**src/rtl/multicycle_ctrl.sv**
```systemverilog
// multicycle_ctrl: Moore control FSM for the multicycle MIPS core.
// Optional memory wait states: define MC_MEMWAIT_EN.
module multicycle_ctrl (
    input  logic       clk,
    input  logic       reset,
    input  logic [5:0] op,
    input  logic       mem_ready,
    output logic       mem_req,
    output logic       pcwrite,
    output logic       irwrite,
    output logic       regwrite,
    output logic       memwrite,
    output logic       iord,
    output logic       alusrca,
    output logic       regdst,
    output logic       memtoreg,
    output logic       branch,
    output logic       bne,
    output logic       signOrZero,
    output logic [1:0] alusrcb,
    output logic [1:0] pcsrc,
    output logic [1:0] aluop,
    output logic       illegal_op,
    output logic       retire,
    output logic [3:0] state
);

    localparam logic [3:0] S_FETCH   = 4'd0;
    localparam logic [3:0] S_DECODE  = 4'd1;
    localparam logic [3:0] S_MEMADR  = 4'd2;
    localparam logic [3:0] S_MEMRD   = 4'd3;
    localparam logic [3:0] S_MEMWB   = 4'd4;
    localparam logic [3:0] S_MEMWR   = 4'd5;
    localparam logic [3:0] S_RTYPEEX = 4'd6;
    localparam logic [3:0] S_ALUWB   = 4'd7;
    localparam logic [3:0] S_BEQEX   = 4'd8;
    localparam logic [3:0] S_ADDIEX  = 4'd9;
    localparam logic [3:0] S_IMMWB   = 4'd10;
    localparam logic [3:0] S_JEX     = 4'd11;
    localparam logic [3:0] S_ORIEX   = 4'd12;
    localparam logic [3:0] S_BNEEX   = 4'd13;

    localparam logic [5:0] OP_RTYPE = 6'b000000;
    localparam logic [5:0] OP_LW    = 6'b100011;
    localparam logic [5:0] OP_SW    = 6'b101011;
    localparam logic [5:0] OP_BEQ   = 6'b000100;
    localparam logic [5:0] OP_BNE   = 6'b000101;
    localparam logic [5:0] OP_ADDI  = 6'b001000;
    localparam logic [5:0] OP_ORI   = 6'b001101;
    localparam logic [5:0] OP_J     = 6'b000010;

    logic [3:0] state_q;
    logic [3:0] state_d;
    logic       mem_ok;
    logic       op_known;

`ifdef MC_MEMWAIT_EN
    assign mem_ok = mem_ready;
`else
    // Memory always completes in one cycle; the handshake is ignored.
    logic unused_mem_ready;
    assign unused_mem_ready = mem_ready;
    assign mem_ok = 1'b1;
`endif

    assign state = state_q;

    // Opcode recognition, shared by next-state and illegal_op.
    always_comb begin
        case (op)
            OP_RTYPE, OP_LW, OP_SW, OP_BEQ,
            OP_BNE, OP_ADDI, OP_ORI, OP_J: op_known = 1'b1;
            default:                       op_known = 1'b0;
        endcase
    end

    // Next-state logic; memory states hold until mem_ok.
    always_comb begin
        state_d = S_FETCH;
        case (state_q)
            S_FETCH:   state_d = mem_ok ? S_DECODE : S_FETCH;
            S_DECODE: begin
                case (op)
                    OP_LW, OP_SW: state_d = S_MEMADR;
                    OP_RTYPE:     state_d = S_RTYPEEX;
                    OP_BEQ:       state_d = S_BEQEX;
                    OP_BNE:       state_d = S_BNEEX;
                    OP_ADDI:      state_d = S_ADDIEX;
                    OP_ORI:       state_d = S_ORIEX;
                    OP_J:         state_d = S_JEX;
                    default:      state_d = S_FETCH;
                endcase
            end
            S_MEMADR:  state_d = (op == OP_SW) ? S_MEMWR : S_MEMRD;
            S_MEMRD:   state_d = mem_ok ? S_MEMWB : S_MEMRD;
            S_MEMWR:   state_d = mem_ok ? S_FETCH : S_MEMWR;
            S_RTYPEEX: state_d = S_ALUWB;
            S_ADDIEX:  state_d = S_IMMWB;
            S_ORIEX:   state_d = S_IMMWB;
            default:   state_d = S_FETCH;
        endcase
    end

    // Moore outputs per state; reset masks every side effect.
    always_comb begin
        mem_req    = 1'b0;
        pcwrite    = 1'b0;
        irwrite    = 1'b0;
        regwrite   = 1'b0;
        memwrite   = 1'b0;
        iord       = 1'b0;
        alusrca    = 1'b0;
        regdst     = 1'b0;
        memtoreg   = 1'b0;
        branch     = 1'b0;
        bne        = 1'b0;
        signOrZero = 1'b0;
        alusrcb    = 2'b00;
        pcsrc      = 2'b00;
        aluop      = 2'b00;
        illegal_op = 1'b0;
        retire     = 1'b0;
        case (state_q)
            S_FETCH: begin
                mem_req = 1'b1;
                irwrite = mem_ok;
                pcwrite = mem_ok;
                alusrcb = 2'b01;
            end
            S_DECODE: begin
                alusrcb    = 2'b11;
                illegal_op = ~op_known;
            end
            S_MEMADR: begin
                alusrca = 1'b1;
                alusrcb = 2'b10;
            end
            S_MEMRD: begin
                mem_req = 1'b1;
                iord    = 1'b1;
            end
            S_MEMWB: begin
                regwrite = 1'b1;
                memtoreg = 1'b1;
                retire   = 1'b1;
            end
            S_MEMWR: begin
                mem_req  = 1'b1;
                iord     = 1'b1;
                memwrite = 1'b1;
                retire   = mem_ok;
            end
            S_RTYPEEX: begin
                alusrca = 1'b1;
                aluop   = 2'b10;
            end
            S_ALUWB: begin
                regwrite = 1'b1;
                regdst   = 1'b1;
                retire   = 1'b1;
            end
            S_BEQEX, S_BNEEX: begin
                alusrca = 1'b1;
                aluop   = 2'b01;
                pcsrc   = 2'b01;
                branch  = (state_q == S_BEQEX);
                bne     = (state_q == S_BNEEX);
                retire  = 1'b1;
            end
            S_ADDIEX: begin
                alusrca = 1'b1;
                alusrcb = 2'b10;
            end
            S_ORIEX: begin
                alusrca    = 1'b1;
                alusrcb    = 2'b10;
                signOrZero = 1'b1;
                aluop      = 2'b11;
            end
            S_IMMWB: begin
                regwrite = 1'b1;
                retire   = 1'b1;
            end
            S_JEX: begin
                pcwrite = 1'b1;
                pcsrc   = 2'b10;
                retire  = 1'b1;
            end
            default: ;
        endcase
        if (!reset) begin
            mem_req    = 1'b0;
            pcwrite    = 1'b0;
            irwrite    = 1'b0;
            regwrite   = 1'b0;
            memwrite   = 1'b0;
            illegal_op = 1'b0;
            retire     = 1'b0;
        end
    end

    // State register with synchronous active-low reset to FETCH.
    always_ff @(posedge clk) begin
        if (!reset) state_q <= S_FETCH;
        else        state_q <= state_d;
    end

endmodule

```
**config.mk**
```make
export PLATFORM = sky130hd
export DESIGN_NAME = multicycle_ctrl
export DESIGN_NICKNAME = d
export VERILOG_FILES = /design/src/rtl/multicycle_ctrl.sv
export SDC_FILE = /design/constraint.sdc
export NUM_CORES = 1
export LEC_CHECK = 0
export BUFFER_PORTS_ARGS = -buffer_cell sky130_fd_sc_hd__buf_2
export CAP_MARGIN = 20
export CORE_UTILIZATION = 44
export CTS_CLUSTER_SIZE = 20
export DETAILED_ROUTE_END_ITERATION = 16
export GPL_ROUTABILITY_DRIVEN = 0
export PLACE_DENSITY = 0.85
export SKIP_LAST_GASP = 1
export SYNTH_ARGS = -nofsm -noshare
export SYNTH_HDL_FRONTEND = slang
export SYNTH_SLANG_ARGS = --single-unit
export TNS_END_PERCENT = 30
```
**constraint.sdc**
```tcl
create_clock -name clk -period 1.42 [get_ports clk]
set_input_delay 0 -clock clk [delete_from_list [all_inputs] [get_ports clk]]
set_output_delay 0 -clock clk [all_outputs]
set_load 0.1 [all_outputs]
```
==> impl_metrics.ini, run 1 <==
[status]
outcome = aborted with a tool error
error = [ERROR DPL-0038] Utilization greater than 100%, impossible to legalize
stop_stage = clock tree synthesis

[synthesis]
synth_seq_cells = 4
synthesis.nets = 104
syn_area_sq_um = 637
yosysTopAreaCellShare_pct = 12.6
synth_cells = 95
avgSynthCellArea_sq_um = 6.70
ys_types = 39
synth_top_cell_by_area = dfxtp_1
yosys_warnings = 0
seq_area_frac_synth_pct = 12.6
synth.area.top_cells = dfxtp_1, nor2_1, nor3_1, buf_6, o21ai_0

[floorplanning]
die_height_um = 40.0
ios = 33
start_util_pct = 48.3
rows = 13
fp.dieW_um = 40.0

[clock_tree]
postCtsHoldBufs = 0
cts-root-buf = clkbuf_4
clockBufferDepth = 2
cts_made_buffers = 3
ctsResizeCount = 18
post_cts_buffers = 15
htreeDepth = 1
clkSinkCount = 4

[placement]
place_area_sq_um = 1280
place_inst = 141
port_buffers = 31
dp_hpwl_um = 2040
metrics by stage:
step	setup WS, ns	hold WS [ns]
2_1_floorplan	-0.847	0.119
3_3_place_gp	0.135	0.310
3_5_place_dp	0.0441	0.309
synth_stat cells:
cell type  count
o21ai_1        1
a21oi_1        5
a2111oi_0      1
or3b_1         1
nor4_1         1
a311oi_1       1
a2111oi_2      1
o211ai_1       1
mux2i_1        1
xor2_1         1
nand2b_1       4
a21o_1         1
buf_2          2
xnor2_1        2
a21o_2         1
a221oi_2       1
o21ai_0        7
a32oi_1        1
nor2_1        14
nor3b_1        2
dfxtp_1        4
and3_2         1
a31oi_1        1
or2b_2         1
nand2_1        7
o31ai_1        1
nand4b_1       2
buf_6          4
nand3b_1       1
o221a_2        1
nor3_1         9
clkbuf_2       1
nor2b_1        1
and2_1         1
nand3_1        2
buf_4          2
inv_1          5
o21a_1         1
or3_1          1
cells by family after synthesis:
logic type	count (synthesis)	synth area share [%]
compound gates	25	27.9
xor+xnor	3	4.13
flops	4	12.6
buf+inv	14	14.7
simple gates	48	39.1
mux	1	1.57
==> run 2: changes to the inputs <==
Settings changed: CORE_AREA from default to 2 2 63 65, CORE_UTILIZATION 44 to default, CTS_CLUSTER_SIZE 20 to default, DIE_AREA from default to 0 0 65 67, PLACE_DENSITY 0.85 to default, PLACE_DENSITY_LB_ADDON from default to 0.15.
==> run 2 against run 1 <==
  * The flow now finishes, with violations (negative setup slack)
  * Synthesized area unchanged
  * Synthesized cell count unchanged
==> impl_metrics.ini, run 2 <==
[detailed_routing]
wl_um = 2390
first_pass_iters = 4
drcViolationCount = 0
dr_total_vias = 865
drtAntennaViolNets = 0
drtIter0Drc = 20
routedWlPerCell_um = 12.6
via_per_inst = 4.55

[final_layout]
final_util_pct = 42.0
layout_commonest_cell = buf_12
syn_to_final_growth_pct = 138
mostFrequentLayoutCells = buf_12, buf_4, buf_2
n_fill_cell = 362
nets = 153
final_area_sq_um = 1510
largest_register_ff_count = 4
n_antenna_cell = 0
drive_above_1_share_pct = 70.4

[synthesis]
yosysTopAreaCellShare_pct = 12.6
synth-async-reset-ratio_pct = 0
avgSynthCellArea_sq_um = 6.70
synthTopCellsByCount = nor2_1, nor3_1, nand2_1, o21ai_0
ys.flop_type = dfxtp_1
synth_cells = 95
syn_area_sq_um = 637
synth.area.top_cells = dfxtp_1, nor2_1, nor3_1, buf_6, o21ai_0
yosys_warnings = 0
yosysMostFrequentCell = nor2_1
synth_seq_cells = 4
ys_types = 39
synth_edf_count = 0
synthesis.nets = 104
synth_top_cell_by_area = dfxtp_1
seq_area_frac_synth_pct = 12.6

[setup_path]
r2r_start = state[3]
end_kind = output pin
critical_path_required_ns = 1.42
cp_cell_sequence = buf_6 > buf_4 > xnor2_2 > nor3b_4 > buf_12
r2r-end = state[2]
slowest_stage = dfxtp_4
rr_worst_depth = 3
worst-r2r-setup-slack_ns = 0.13
crit_fanout = 7
cp_slowest_stage_delay_ns = 0.37
start_kind = register
crit_arrival_ns = 1.44
worstSetupPathType = reg2out

[pwr]
vdd_drop_max_mv = 0.236
power.leakage_nw = 0.603
power_density_nw_per_um2 = 497

[clock_tree]
cts-root-buf = clkbuf_8
cts_made_buffers = 3
clkLatencyLatePin_ns = 0.22
clkSinkCount = 4
cts_tree = done
clockBufferDepth = 2
htreeDepth = 1
clkTransAtPathRegs_ns = 0.03
postCtsHoldBufs = 0

[timing]
drv_slew = 0
fin_crit_sh_pct = 102
finalCriticalPeriod_ns = 1.44
slew_headroom_pct = 67.3
worstMarginPinSlew_ns = 0.494
grt_setup_unrepaired = true
clock.fmax_mhz = 693
setup_viol = 1
hold_viol = 0
fin_skew_ns = 0.000296
postLayoutSetupSlackWorst_ns = -0.0225

[hold_path]
hold_end = state[1]
worstHoldStart = reset
min_path_type = in2reg
min_path_cells = 3

[floorplanning]
start_util_pct = 17.7
ios = 33
die_height_um = 67
rows = 22
fp.dieW_um = 65
dieArea_sq_um = 4360
core_area_sq_um = 3610

[placement]
dp_hpwl_um = 1760
place_area_sq_um = 1320
port_buffers = 31

[global_route]
grt_pass1_vias = 812
track_usage_pct = 11.3
grt_pass1_wl_um = 3820
grt_remaining_overflow = 0
grt_start_max_net_pins = 15
antenna_found_initial = 0

[status]
violations = negative setup slack
outcome = finished, violations left

[job]
cap_violations = 0
-- run 2: cell counts after synthesis --
Identical to the previous run, type by type.
-- run 2: critical path: cells and delay by family (launching register included) --
kind	cells	cell delay (ns)
AND/OR/NAND/NOR	1	0.23
flip-flops	1	0.37
buffers and inverters	3	0.47
XOR/XNOR	1	0.14
-- run 2: metrics by stage --
stage | worst slack [ns] | hold slack [ns] | TNS (ns) | std cells | power (mW)
final | -0.0225 | 0.113 | -0.0225 | 190 | 0.753
after global routing | -0.0509 | 0.141 | -0.343 | 190 | 0.783
after global placement | 0.104 | 0.325 | 0 | 176 | 0.481
after detailed placement | 0.0922 | 0.335 | 0 | 176 | 0.484
after floorplan | -0.847 | 0.119 | -9.34 | 95 | 0.379
after CTS | -0.0345 | 0.111 | -0.136 | 183 | 0.749
-- run 2: area by class of cell --
type	instances	area [sq um]	area share (%)
clock buffers	3	41.3	2.73
inverters	5	18.8	1.24
multi-input cells	77	681	45.0
flip-flops and latches	4	95.1	6.28
well taps	48	60.1	3.97
repair buffers	53	618	40.8
-- run 2: timing repair --
| action | in CTS | in global routing |
|---|---|---|
| gates resized for setup | 10 | 12 |
| setup endpoints to repair | 9 | 11 |
| gates cloned | 0 | 0 |
| pin swaps | 2 | 4 |
| buffers inserted | 4 | 7 |
-- run 2: how the worst max path moves through the flow --
stage / startpoint / to / slack (ns) / depth (start not counted)
after floorplan: state[2] / regwrite / -0.85 / 5
after global placement: state[3] / retire / 0.10 / 4
after detailed placement: state[3] / retire / 0.09 / 4
after CTS: state[3] / aluop[0] / -0.03 / 4
after global routing: state[3] / aluop[1] / -0.05 / 5
final: state[3] / aluop[1] / -0.02 / 5
-- run 2: report_power, final --
group | switching (mW) | internal (mW)
sequential | 0.0111 | 0.112
clock | 0.0599 | 0.181
combinational | 0.251 | 0.138
total | 0.322 | 0.431
-- run 2: routing by layer --
layer	track usage [%]	up-vias	wire (um)
met2	18.3	22	1190
met1	14.0	406	1040
met4	5.59	0	44
met3	2.53	5	117
li1	-	432	-
met5	0	-	0
-- run 2: cell families (layout without fill, tap and decap cells) --
kind of cell	count (synthesis)	in the layout	share of synthesized area (%)
muxes	1	1	1.57
AOI/OAI and AO/OA	25	25	27.9
buffers and inverters	14	61	14.7
xor gates and xnor gates	3	3	4.13
DFF	4	4	12.6
and+or+nand+nor	48	48	39.1
No activity file was read; power rests on OpenSTA's default activity.
